`src/rtl/stream_uart_emitter_if.sv`:
```
// -----------------------------------------------------------------------------
// stream_uart_emitter_if
// Bundle of N_CH parallel byte streams (AXI-stream subset) feeding the UART
// emitter.
//   tdata  [8*N_CH-1:0]  channel c byte at [8c+7:8c]
//   tlast  [N_CH-1:0]    last byte of packet, per channel
//   tvalid [N_CH-1:0]    byte valid, per channel
//   tready [N_CH-1:0]    byte accepted when tvalid & tready, per channel
// Modports: master = stream producer, slave = emitter.
// -----------------------------------------------------------------------------
interface stream_uart_emitter_if #(
  parameter int N_CH = 1
);
  logic [8*N_CH-1:0] tdata;
  logic [N_CH-1:0]   tlast;
  logic [N_CH-1:0]   tvalid;
  logic [N_CH-1:0]   tready;

  modport master (output tdata, output tlast, output tvalid, input tready);
  modport slave  (input tdata, input tlast, input tvalid, output tready);
endinterface

```
`src/rtl/stream_uart_emitter.sv`:
```
// -----------------------------------------------------------------------------
// stream_uart_emitter
// Multi-channel byte-stream to UART (8N1) transmitter. Packets from N_CH
// streams are granted round-robin on packet boundaries, buffered in a
// 2**FIFO_AW byte FIFO and shifted out LSB first at CLK_FREQ_HZ/BAUD_RATE
// clocks per bit.
// Ports:
//   i_clk, i_rst_n   clock, asynchronous active-low reset
//   s_axis           stream bundle (slave modport)
//   o_uart_tx        serial line, idle high, registered
//   o_busy           FIFO non-empty or frame in progress
//   o_fifo_level     bytes currently held in the FIFO (0..2**FIFO_AW)
// -----------------------------------------------------------------------------
module stream_uart_emitter #(
  parameter int CLK_FREQ_HZ = 16_000_000,
  parameter int BAUD_RATE   = 57_600,
  parameter int N_CH        = 1,
  parameter int FIFO_AW     = 4
) (
  input  logic                   i_clk,
  input  logic                   i_rst_n,
  stream_uart_emitter_if.slave   s_axis,
  output logic                   o_uart_tx,
  output logic                   o_busy,
  output logic [FIFO_AW:0]       o_fifo_level
);

  localparam int DIV   = CLK_FREQ_HZ / BAUD_RATE;
  localparam int CNT_W = $clog2(DIV);
  localparam int CH_W  = (N_CH > 1) ? $clog2(N_CH) : 1;
  localparam int DEPTH = 2 ** FIFO_AW;
  localparam logic [CNT_W-1:0] CNT_LAST = CNT_W'(DIV - 1);

  typedef enum logic [1:0] {TX_IDLE, TX_START, TX_DATA, TX_STOP} tx_state_t;

  // ---------------------------------------------------------------------------
  // Round-robin packet arbiter
  // ---------------------------------------------------------------------------
  logic            locked;
  logic [CH_W-1:0] grant;
  logic [CH_W-1:0] last_ptr;
  logic            rr_found;
  logic [CH_W-1:0] rr_pick;
  int              rr_idx;

  logic [FIFO_AW:0]   level;
  logic               fifo_full;
  logic               push;
  logic               pop;
  logic [7:0]         push_data;
  tx_state_t          tx_state;

  // NOTE: every always_comb output gets a default first so no latch is inferred.
  always_comb begin
    rr_found = 1'b0;
    rr_pick  = last_ptr;
    rr_idx   = 0;
    for (int k = 1; k <= N_CH; k++) begin
      rr_idx = (int'(last_ptr) + k) % N_CH;
      if (!rr_found && s_axis.tvalid[rr_idx]) begin
        rr_found = 1'b1;
        rr_pick  = CH_W'(rr_idx);
      end
    end
  end

  // Ready depends only on registered state: the lock, the grant and the
  // registered full flag, so there is no combinational path from tvalid.
  always_comb begin
    s_axis.tready = '0;
    if (locked && !fifo_full) s_axis.tready[grant] = 1'b1;
  end

  assign push      = locked && !fifo_full && s_axis.tvalid[grant];
  assign push_data = s_axis.tdata[{grant, 3'b000} +: 8];

  // NOTE: sequential state uses non-blocking assignments only.
  always_ff @(posedge i_clk or negedge i_rst_n) begin
    if (!i_rst_n) begin
      locked   <= 1'b0;
      grant    <= '0;
      last_ptr <= CH_W'(N_CH - 1);
    end else if (!locked) begin
      if (rr_found) begin
        locked   <= 1'b1;
        grant    <= rr_pick;
        last_ptr <= rr_pick;
      end
    end else if (push && s_axis.tlast[grant]) begin
      // Unlocking here forces the one-cycle bubble between packets.
      locked <= 1'b0;
    end
  end

  // ---------------------------------------------------------------------------
  // Byte FIFO
  // ---------------------------------------------------------------------------
  logic [7:0]         mem [DEPTH];
  logic [FIFO_AW-1:0] wr_ptr;
  logic [FIFO_AW-1:0] rd_ptr;

  // Level never exceeds DEPTH, so its MSB is set exactly when full.
  assign fifo_full = level[FIFO_AW];
  assign pop       = (tx_state == TX_IDLE) && (level != '0);

  // NOTE: the storage array has no reset; level and pointers define validity.
  always_ff @(posedge i_clk) begin
    if (push) mem[wr_ptr] <= push_data;
  end

  always_ff @(posedge i_clk or negedge i_rst_n) begin
    if (!i_rst_n) begin
      wr_ptr <= '0;
      rd_ptr <= '0;
      level  <= '0;
    end else begin
      if (push) wr_ptr <= wr_ptr + 1'b1;
      if (pop)  rd_ptr <= rd_ptr + 1'b1;
      case ({push, pop})
        2'b10:   level <= level + 1'b1;
        2'b01:   level <= level - 1'b1;
        default: level <= level;
      endcase
    end
  end

  // ---------------------------------------------------------------------------
  // 8N1 transmitter
  // ---------------------------------------------------------------------------
  logic [CNT_W-1:0] bit_cnt;
  logic [2:0]       bit_idx;
  logic [7:0]       shift_reg;
  logic             uart_tx;

  // The line value is set on each state transition so that it is a plain
  // register and each bit cell is exactly DIV cycles long.
  always_ff @(posedge i_clk or negedge i_rst_n) begin
    if (!i_rst_n) begin
      tx_state  <= TX_IDLE;
      bit_cnt   <= '0;
      bit_idx   <= '0;
      shift_reg <= '0;
      uart_tx   <= 1'b1;
    end else begin
      case (tx_state)
        TX_IDLE: begin
          uart_tx <= 1'b1;
          if (pop) begin
            shift_reg <= mem[rd_ptr];
            uart_tx   <= 1'b0;
            bit_cnt   <= '0;
            tx_state  <= TX_START;
          end
        end
        TX_START: begin
          if (bit_cnt == CNT_LAST) begin
            bit_cnt  <= '0;
            bit_idx  <= '0;
            uart_tx  <= shift_reg[0];
            tx_state <= TX_DATA;
          end else begin
            bit_cnt <= bit_cnt + 1'b1;
          end
        end
        TX_DATA: begin
          if (bit_cnt == CNT_LAST) begin
            bit_cnt <= '0;
            if (bit_idx == 3'd7) begin
              uart_tx  <= 1'b1;
              tx_state <= TX_STOP;
            end else begin
              bit_idx   <= bit_idx + 3'd1;
              shift_reg <= shift_reg >> 1;
              uart_tx   <= shift_reg[1];
            end
          end else begin
            bit_cnt <= bit_cnt + 1'b1;
          end
        end
        TX_STOP: begin
          if (bit_cnt == CNT_LAST) begin
            bit_cnt  <= '0;
            tx_state <= TX_IDLE;
          end else begin
            bit_cnt <= bit_cnt + 1'b1;
          end
        end
        default: tx_state <= TX_IDLE;
      endcase
    end
  end

  assign o_uart_tx    = uart_tx;
  assign o_fifo_level = level;
  // Both terms are registers, so busy changes only right after a clock edge.
  assign o_busy       = (tx_state != TX_IDLE) || (level != '0);

endmodule

```
`src/flat_wrapper.sv`:
```
// flat-port wrapper written by rule: the top's interface ports become plain ports
module stream_uart_emitter_flat 
#(
  parameter int CLK_FREQ_HZ = 16_000_000,
  parameter int BAUD_RATE   = 57_600,
  parameter int N_CH        = 1,
  parameter int FIFO_AW     = 4
)
  (i_clk, i_rst_n, o_uart_tx, o_busy, o_fifo_level, s_axis_tdata, s_axis_tlast, s_axis_tvalid, s_axis_tready);
  stream_uart_emitter_if #(.N_CH(N_CH)) s_axis_i ();
  input  logic i_clk;
  input  logic i_rst_n;
  output logic o_uart_tx;
  output logic o_busy;
  output logic [FIFO_AW:0] o_fifo_level;
  input wire logic [$bits(s_axis_i.tdata)-1:0] s_axis_tdata;
  input wire logic [$bits(s_axis_i.tlast)-1:0] s_axis_tlast;
  input wire logic [$bits(s_axis_i.tvalid)-1:0] s_axis_tvalid;
  output wire logic [$bits(s_axis_i.tready)-1:0] s_axis_tready;
  assign s_axis_i.tdata = s_axis_tdata;
  assign s_axis_i.tlast = s_axis_tlast;
  assign s_axis_i.tvalid = s_axis_tvalid;
  assign s_axis_tready = s_axis_i.tready;
  stream_uart_emitter #(.CLK_FREQ_HZ(CLK_FREQ_HZ), .BAUD_RATE(BAUD_RATE), .N_CH(N_CH), .FIFO_AW(FIFO_AW)) u_core (.i_clk(i_clk), .i_rst_n(i_rst_n), .s_axis(s_axis_i), .o_uart_tx(o_uart_tx), .o_busy(o_busy), .o_fifo_level(o_fifo_level));
endmodule
```
`config.mk`:
```
export PLATFORM = sky130hd
export DESIGN_NAME = stream_uart_emitter_flat
export DESIGN_NICKNAME = d
export VERILOG_FILES = /design/src/rtl/stream_uart_emitter_if.sv /design/src/rtl/stream_uart_emitter.sv /design/src/flat_wrapper.sv
export SDC_FILE = /design/constraint.sdc
export NUM_CORES = 1
export LEC_CHECK = 0
export BUFFER_PORTS_ARGS = -buffer_cell sky130_fd_sc_hd__clkbuf_2
export CORE_AREA = 2 2 157 159
export CTS_BUF_LIST = sky130_fd_sc_hd__clkbuf_2 sky130_fd_sc_hd__clkbuf_4 sky130_fd_sc_hd__clkbuf_8
export DETAILED_ROUTE_END_ITERATION = 10
export DIE_AREA = 0 0 159 161
export SLEW_MARGIN = 20
export SYNTH_ARGS = -nofsm -noshare
export SYNTH_HDL_FRONTEND = slang
export SYNTH_SLANG_ARGS = --single-unit
export TNS_END_PERCENT = 10
```
`constraint.sdc`:
```
create_clock -name i_clk -period 4.2 [get_ports i_clk]
set_input_delay 0.21 -clock i_clk [delete_from_list [all_inputs] [get_ports i_clk]]
set_output_delay 0.21 -clock i_clk [all_outputs]
set_load 0.03 [all_outputs]
```
==> flow_summary.json, run 1 <==
{
  "powerDensity_mw_per_mm2": 431.3,
  "largest_register_ffs": 128,
  "pin_count": 20,
  "insertedDiodeCount": 0,
  "dr_total_vias": 3771,
  "ys_ff_latch": 165,
  "cts_resized": 0,
  "worstMarginPinSlew_ps": 1057,
  "start_util_pct": 29.65,
  "hold_depth": 1,
  "dr.pass1.iters": 4,
  "reg2reg_from": "u_core.tx_state[0]",
  "syn_nets": 479,
  "grt_pass1_vias": 3988,
  "vias_per_cell": 4.656,
  "clk_latency_ps": 460,
  "met3_length_um": 548,
  "finalSetupViolCount": 0,
  "worstSetupEndpointType": "register",
  "synth-simple-area-share_pct": 7.272,
  "num_rows": 57,
  "antenna_found_initial": 0,
  "outcome": "finished clean",
  "place_congestion": 0.7613,
  "cts_hold_buf": 3,
  "grt_max_degree": 38,
  "cap_violations": 0,
  "htreeDepth": 4,
  "syn_area_per_cell_sq_um": 15.86,
  "worstPathArrival_ps": 3280,
  "wirelength_mm": 13.99,
  "die_area_sq_mm": 0.02560,
  "intPower_w": 0.002492,
  "wl_met2_mm": 7.249,
  "grt_overflow": 0,
  "root_buffer": "clkbuf_8",
  "drc_errors": 0,
  "clkPwrFrac_pct": 30.3,
  "core_sq_mm": 0.02396,
  "finalCriticalPeriod_ps": 2895,
  "wl_per_cell_um": 17.27,
  "syn_area_sq_mm": 0.007106,
  "synth_edf_count": 128,
  "ant_nets": 0,
  "hpwlAfterDp_mm": 9.213,
  "regArea_sq_mm": 0.004772,
  "synthAdderAreaFrac_pct": 3.346,
  "fin_worst_skew_ps": 12.63,
  "multiInputGateArea_sq_mm": 0.002168,
  "synth_compound_gate_area_share_pct": 6.005,
  "area_growth_syn_to_layout_pct": 11.06,
  "tritoncts": "yes",
  "min_to": "u_core.mem[13][7]",
  "fill_cells": 2356,
  "synth_xor_area_share_pct": 2.465,
  "peakVddDrop_uv": 174.4,
  "path_class": "reg2reg",
  "portBuffers": 19,
  "die_w_um": 159,
  "fin_tns_setup_ps": 0,
  "worst-path-max-fanout": 8,
  "synth_top_family_by_area": "multiplexers",
  "clk_pin_slew_ps": 90,
  "fmax_mhz": 345.4,
  "r2r.worst_path.cells": 11,
  "synth_warnings": 0,
  "hp-start": "s_axis_tdata[7]",
  "hold_class": "in2reg",
  "clockBufferDepth": 2,
  "grt_first_pass_wirelength_mm": 22.09,
  "r2r_setup_slack_ps": 1310,
  "combPwrFrac_pct": 11.9,
  "synthArstFlopShare_pct": 22.42,
  "p_switching_w": 0.0009118,
  "p_leak_nw": 2.642,
  "ys_seq_area_share_pct": 67.14,
  "die-height_um": 161,
  "nets": 504,
  "synthMuxAreaShare_pct": 11.43,
  "cts_inserted_buffers": 17,
  "switching_share_pct": 26.79,
  "post-cts-setup-buffers": 0,
  "dr.max_layer_used": "met4",
  "synth_cell_types": 49,
  "finalNonFillerCells": 810,
  "r2r_end": "u_core.o_fifo_level[4]",
  "hold_viol": 0,
  "cp.required_ps": 4590,
  "layout-drive-gt1-share_pct": 15.23,
  "power.total_w": 0.003404,
  "finalCritPeriodShare_pct": 68.92,
  "start_kind": "register",
  "clock-sinks": 165,
  "drt_iter0_markers": 250,
  "wirelength_met1_mm": 5.889,
  "ys.flop_type": "edfxtp_1",
  "maxSlewViolCount": 0,
  "pwr-share-seq_pct": 57.8,
  "grt_util_all_layers_pct": 11.44,
  "rsz0062_at_grt": "no",
  "syn-instance-count": 448,
  "placed_cells": 775,
  "slew_headroom_pct": 29.52
}
==> worst max-delay path: stages (launching register included) <==
cell	delay, ps
dfrtp_1	430
inv_1	140
ha_1	200
a21boi_1	540
ha_1	450
xor2_1	120
ha_1	240
o21a_1	180
o21ai_0	130
nand3b_1	90
a21oi_1	180
xnor2_1	130
==> per-stage QoR <==
stage | utilization (%) | hold slack, ps | area, sq um | setup slack (ps)
finish | 32.93 | 197.2 | 7891 | 1305
global route | 32.93 | 187.7 | 7891 | 1013
CTS | 32.93 | 158.8 | 7890 | 1284
detailed placement | 31.33 | 385.7 | 7507 | 1319
global placement | 31.33 | 381.1 | 7507 | 1460
floorplan | - | -85.59 | 7106 | 1147
==> cells in the mapped netlist, drive strengths merged, types with 3 or more instances <==
| cell type | number | area (sq um) |
|---|---|---|
| edfxtp | 128 | 3844 |
| nor3 | 4 | 20.02 |
| clkbuf | 6 | 26.28 |
| a22oi | 12 | 90.09 |
| buf | 13 | 93.83 |
| o311ai | 5 | 43.79 |
| a31oi | 3 | 18.77 |
| ha | 19 | 237.7 |
| nor2 | 22 | 82.58 |
| xnor2 | 11 | 96.34 |
| nand3 | 3 | 15.01 |
| inv | 10 | 37.54 |
| a22o | 4 | 35.03 |
| o21ai | 11 | 55.05 |
| nand2 | 27 | 101.4 |
| o21a | 6 | 45.04 |
| mux4 | 21 | 506.7 |
| nand4 | 4 | 25.02 |
| o22ai | 6 | 37.54 |
| mux2 | 4 | 45.04 |
| xor2 | 9 | 78.83 |
| a21oi | 12 | 60.06 |
| nor2b | 5 | 31.28 |
| dfrtp | 36 | 900.9 |
| mux2i | 26 | 260.3 |
| and2 | 19 | 118.9 |
==> layout by cell type (no fill, tap or decap), types with 9 or more instances in the layout <==
cell      instances
edfxtp_1        128
dfrtp_1          35
nand2_1          27
mux2i_1          26
nor2_1           22
and2_1           19
ha_1             19
clkbuf_2         18
clkbuf_8         17
a21oi_1          12
mux4_2           12
a22oi_1          12
xnor2_1          11
inv_1            10
o21ai_0          10
xor2_1            9
mux4_1            9
==> metal layers <==
metal  up-vias  GRT usage, %
met5         -             0
met4         0         4.587
met3        27         2.902
met2        57         19.94
met1      1928         13.59
li1       1759             -
==> worst max path at each step <==
stage / end / from / slack (ps)
after floorplan: u_core.o_fifo_level[4] / u_core.o_fifo_level[4] / 1150
after global placement: u_core.o_fifo_level[4] / u_core.tx_state[0] / 1460
after detailed placement: u_core.o_fifo_level[4] / u_core.tx_state[0] / 1320
after CTS: u_core.o_fifo_level[4] / u_core.tx_state[1] / 1280
after global routing: u_core.o_fifo_level[4] / u_core.tx_state[1] / 1010
final: u_core.o_fifo_level[4] / u_core.tx_state[0] / 1310
==> logic make-up (layout without fill, tap and decap cells) <==
group | after synthesis | count (layout)
xor gates and xnor gates | 20 | 20
and+or+nand+nor | 99 | 99
AOI/OAI and AO/OA | 64 | 64
adders and majority gates | 19 | 19
buffers and inverters | 30 | 68
muxes | 51 | 51
DFF | 165 | 165
==> layout make-up <==
class / instances / share of cell area (%)
Timing Repair Buffer: 26 / 1.966
Multi-Input combinational cell: 253 / 27.48
Sequential cell: 165 / 60.47
Tap cell: 324 / 5.137
Inverter: 10 / 0.4757
Clock inverter: 14 / 1.411
Clock buffer: 18 / 3.060
==> power by group through the flow <==
| stage | combinational, W | clock, W | sequential, W |
|---|---|---|---|
| after floorplan | 0.000251 | 0 | 0.00201 |
| after global placement | 0.000394 | 0 | 0.00200 |
| after detailed placement | 0.000407 | 0 | 0.00200 |
| after CTS | 0.000413 | 0.00106 | 0.00197 |
| after global routing | 0.000444 | 0.00113 | 0.00198 |
| final | 0.000405 | 0.00103 | 0.00197 |
(Power assumes the default switching activity.)
==> run 2: changes to the inputs <==
clock period = 2.4 ns   (was 4.2 ns; I/O delays follow)
==> flow_summary.json, run 2 (synthesis results as in run 1) <==
{
  "outcome": "finished clean",
  "largest_register_ffs": 128,
  "place_area_sq_mm": 0.007630,
  "powerDensity_mw_per_mm2": 777.8,
  "rsz0062_at_grt": "no",
  "dr.pass1.iters": 4,
  "hold_class": "in2reg",
  "start_util_pct": 29.65,
  "intPower_w": 0.004503,
  "wirelength_met1_mm": 6.439,
  "clockBufferDepth": 2,
  "hp-start": "s_axis_tvalid",
  "cpMaxStageDelayCell": "dfrtp_2",
  "worstPathCellList": "nor4_4 -> a21boi_4 -> ha_4 -> xor2_1 -> ha_2 -> o21a_1 -> o21ai_2 -> nand3b_1 -> a21oi_2 -> xnor2_1",
  "finalCriticalPeriod_ps": 2271,
  "layout-drive-gt1-share_pct": 20.28,
  "grt_pass1_vias": 3935,
  "fin_tns_setup_ps": 0,
  "combPwrFrac_pct": 13.9,
  "finalNonFillerCells": 822,
  "portBuffers": 19,
  "peakVddDrop_uv": 519.9,
  "drt_iter0_markers": 307,
  "wl_met2_mm": 6.819,
  "hold_viol": 0,
  "path_class": "reg2reg",
  "reg2reg_from": "u_core.o_fifo_level[2]",
  "clk_pin_slew_ps": 90,
  "tritoncts": "yes",
  "die_area_sq_mm": 0.02560,
  "clkPwrFrac_pct": 31.3,
  "worstMarginPinSlew_ps": 941.1,
  "hpwlAfterDp_mm": 9.174,
  "switching_share_pct": 28.62,
  "power.total_w": 0.006308,
  "die-height_um": 161,
  "wirelength_mm": 13.98,
  "met3_length_um": 474,
  "grt_max_degree": 38,
  "pin_count": 20,
  "dr_total_vias": 3839,
  "area_growth_syn_to_layout_pct": 14.14,
  "crit_path_max_incr_delay_ps": 450,
  "cts_inserted_buffers": 17,
  "drc_errors": 0,
  "core_sq_mm": 0.02396,
  "worstPathArrival_ps": 2640,
  "antenna_found_initial": 0,
  "fmax_mhz": 440.3,
  "cp.required_ps": 2770,
  "placed_cells": 783,
  "insertedDiodeCount": 0,
  "grt_overflow": 0,
  "grt_util_all_layers_pct": 11.33,
  "htreeDepth": 4,
  "finalSetupViolCount": 0,
  "final_cell_mix": "edfxtp_1 (128), dfrtp_1 (31), nand2_1 (27)",
  "worst-path-max-fanout": 8,
  "grt_first_pass_wirelength_mm": 22.07,
  "slew_headroom_pct": 37.26,
  "die_w_um": 159,
  "place_congestion": 0.8067,
  "p_switching_w": 0.001806,
  "clock-sinks": 165,
  "p_leak_nw": 2.754,
  "num_rows": 57,
  "start_kind": "register",
  "cap_violations": 0,
  "startpoint": "u_core.o_fifo_level[2]",
  "final_common_cell": "edfxtp_1",
  "finalCritPeriodShare_pct": 94.63,
  "nets": 516,
  "vias_per_cell": 4.670,
  "worstSetupEndpointType": "register",
  "fin_worst_skew_ps": 12.30,
  "dr.max_layer_used": "met4",
  "maxSlewViolCount": 0,
  "finalInstanceArea_sq_mm": 0.008110,
  "wl_per_cell_um": 17.01,
  "ant_nets": 0,
  "pwr-share-seq_pct": 54.7,
  "root_buffer": "clkbuf_8",
  "clk_latency_ps": 450
}
run 2: changes by cell type in the layout (fill, tap and decap cells not counted), moves of 4 or more:
cell,before,now
buf_4,4,14
inv_6,1,6
clkinvlp_4,5,1
dfrtp_1,35,31
dfrtp_2,1,5
run 2: power by group through the flow:
stage                     Combinational (W)  Clock [W]  Sequential (W)
after floorplan                    0.000493          0         0.00354
after global placement             0.000766          0         0.00351
after detailed placement           0.000789          0         0.00353
after CTS                          0.000804    0.00202         0.00347
after global routing               0.000958    0.00214         0.00348
final                              0.000879    0.00198         0.00345
run 2: path summary, 6_finish.rpt:
kind,depth (start not counted),slack [ps],end
max,10,130,u_core.o_fifo_level[4]
min,3,60,u_core.wr_ptr[0]
max reg2reg,10,130,u_core.o_fifo_level[4]
min reg2reg,1,510,u_core.shift_reg[2]
max in group asynchronous,2,1410,u_core.tx_state[0]
min in group asynchronous,2,350,u_core.bit_cnt[7]
run 2: per-stage QoR:
step                setup WS, ps  utilization [%]  hold slack (ps)
finish                     129.0            33.85            56.07
detailed placement         90.39            31.84            294.2
floorplan                  1.297                -           -175.6
CTS                        53.99            33.62            18.25
global route               11.35            33.85            39.71
global placement           199.1            31.84            290.6
run 2: metal layers:
metal / global-route usage (%) / vias to the layer above
li1: - / 1794
met1: 14.72 / 1947
met2: 18.58 / 81
met3: 2.748 / 17
met4: 4.132 / 0
met5: 0 / -
run 2: critical path: cells and delay by family, from the launching register on:
family / cells / cell delay, ps
compound gates: 4 / 570
simple gates: 2 / 470
flops: 1 / 450
fa+ha+maj: 2 / 410
xor+xnor: 2 / 300
run 2: cell type report:
class                      count  area (sq um)
fill                        2317         15850
timing repair buffer          38         270.3
sequential                   165          4777
clock buffer                  17         234.0
clock inverter                15         162.7
inverter                      10         37.54
multi-input combinational    253          2223
tap                          324         405.4
run 2: timing repair:
item                       CTS  global route
buffers inserted             0             4
hold buffers                 3             0
resized for setup            0             6
setup endpoints to repair    0             1
hold endpoints to repair    37             0
==> run 3: changes to the inputs <==
CORE_AREA = 2 2 137 139   (was 2 2 157 159)
DIE_AREA = 0 0 139 141   (was 0 0 159 161)
==> flow_summary.json, run 3 (synthesis results as in run 1) <==
{
  "worstSetupEndpointType": "output pin",
  "worst-path-max-fanout": 10,
  "grt_pass1_vias": 3817,
  "finalCriticalPeriod_ps": 2265,
  "worstPathCellList": "nor4_4 -> and3_1 -> inv_1 -> clkbuf_2",
  "finalNonFillerCells": 728,
  "drc_errors": 0,
  "start_util_pct": 38.90,
  "worstMarginPinSlew_ps": 958.2,
  "finalSetupViolCount": 0,
  "hold_class": "in2reg",
  "die-height_um": 141,
  "finalCritPeriodShare_pct": 94.38,
  "rsz0062_at_grt": "no",
  "worstPathArrival_ps": 2150,
  "die_area_sq_mm": 0.01960,
  "htreeDepth": 4,
  "outcome": "finished clean",
  "cp.required_ps": 2280,
  "largest_register_ffs": 128,
  "p_leak_nw": 2.725,
  "grt_overflow": 0,
  "die_w_um": 139,
  "clk_latency_ps": 460,
  "crit_path_max_incr_delay_ps": 480,
  "path_class": "reg2out",
  "hpwlAfterDp_mm": 8.870,
  "cpMaxStageDelayCell": "dfrtp_2",
  "nets": 513,
  "cts_inserted_buffers": 17,
  "cp_top_family": "simple AND/OR/NAND/NOR gates",
  "fin_worst_skew_ps": 10.45,
  "fill_cells": 1654,
  "final_common_cell": "edfxtp_1",
  "clock-sinks": 165,
  "cap_violations": 0,
  "area_growth_syn_to_layout_pct": 11.55,
  "powerDensity_mw_per_mm2": 764.5,
  "peakVddDrop_uv": 355.3,
  "dr.pass1.iters": 4,
  "final_cell_mix": "edfxtp_1 (128), dfrtp_1 (33), nand2_1 (27)",
  "wl_per_cell_um": 18.80,
  "root_buffer": "clkbuf_8",
  "clockBufferDepth": 2,
  "wirelength_mm": 13.69,
  "place_ws_ps": 117.1,
  "placed_cells": 693,
  "vias_per_cell": 5.187,
  "tritoncts": "yes",
  "place_congestion": 0.8063,
  "dr_total_vias": 3776,
  "clk_pin_slew_ps": 90,
  "insertedDiodeCount": 0,
  "drt_iter0_markers": 183,
  "core_sq_mm": 0.01827,
  "fin_ws_ps": 134.9,
  "portBuffers": 19,
  "layout-drive-gt1-share_pct": 19.23,
  "fmax_mhz": 441.5,
  "grt_util_all_layers_pct": 14.53,
  "grt_first_pass_wirelength_mm": 21.55,
  "critPathBufInv": 2,
  "start_kind": "register",
  "ant_nets": 0,
  "grt_max_degree": 38,
  "pin_count": 20,
  "hold_viol": 0,
  "fin_tns_setup_ps": 0,
  "slew_headroom_pct": 36.12,
  "antenna_found_initial": 0,
  "maxSlewViolCount": 0,
  "num_rows": 50
}
[run 3: cell types whose count changed in the layout (fill, tap and decap cells not counted), moves of 2 or more]
| cell | before | now |
|---|---|---|
| buf_4 | 14 | 11 |
| clkinv_8 | 2 | 0 |
| dfrtp_1 | 31 | 33 |
| dfrtp_2 | 5 | 3 |
[run 3: worst paths after layout]
check	endpoint	slack, ps	start	depth (start not counted)
setup / recovery	o_busy	130	u_core.o_fifo_level[1]	4
hold / removal	u_core.wr_ptr[0]	60	s_axis_tvalid	3
setup reg to reg	u_core.o_fifo_level[4]	160	u_core.o_fifo_level[1]	10
hold reg to reg	u_core.shift_reg[3]	510	u_core.shift_reg[3]	1
max in group asynchronous	u_core.o_fifo_level[1]	1410	i_rst_n	2
min in group asynchronous	u_core.o_fifo_level[2]	350	i_rst_n	2
[run 3: cell type report]
| cell class | instances | area [sq um] | area share, % |
|---|---|---|---|
| clock buffers | 18 | 241.5 | 3.047 |
| clock inverters | 13 | 112.6 | 1.421 |
| inverters | 10 | 37.54 | 0.4736 |
| multi-input cells | 253 | 2220 | 28.00 |
| flip-flops and latches | 165 | 4775 | 60.24 |
| well taps | 234 | 292.8 | 3.694 |
| repair buffers | 35 | 247.7 | 3.125 |
[run 3: timing repair]
item	CTS	global route
hold buffers	3	0
resized for setup	0	3
endpoints found under the setup margin	0	1
hold endpoints to repair	37	0
buffers inserted	0	1
[run 3: stage by stage]
step	instance area (sq um)	hold WS [ps]	utilization (%)	total power (W)
2_1_floorplan	7169	-175.6	-	0.004037
6_report	7926	63.81	43.39	0.006060
3_5_place_dp	7517	296.2	41.15	0.004299
3_3_place_gp	7517	293.7	41.15	0.004261
5_1_grt	7926	63.76	43.39	0.006332
4_1_cts	7901	31.26	43.25	0.006122
[run 3: per-layer routing]
metal / routed length [um] / share of wire (%) / vias up / global-route usage, %
li1: - / - / 1783 / -
met5: 0 / 0 / - / 0
met1: 6295 / 46 / 1902 / 18.98
met3: 484 / 3.5 / 15 / 3.397
met4: 213 / 1.6 / 0 / 5.051
met2: 6696 / 49 / 76 / 24.03
[run 3: worst register-to-register path, stage by stage, from the launching register on]
cell,delay [ps]
dfrtp_2,480
nor4_4,360
a21boi_4,110
ha_4,210
xor2_1,170
ha_2,190
o21a_1,160
o21ai_1,110
nand3b_1,110
a21oi_2,150
xnor2_1,120
[run 3: report_power, final]
part	internal, W	leakage (nW)	switching, W	total [W]
registers	0.00330	1.60	0.000157	0.00346
clock network	0.000756	0.184	0.00107	0.00182
logic	0.000289	0.939	0.000491	0.000781
total	0.00434	2.73	0.00172	0.00606
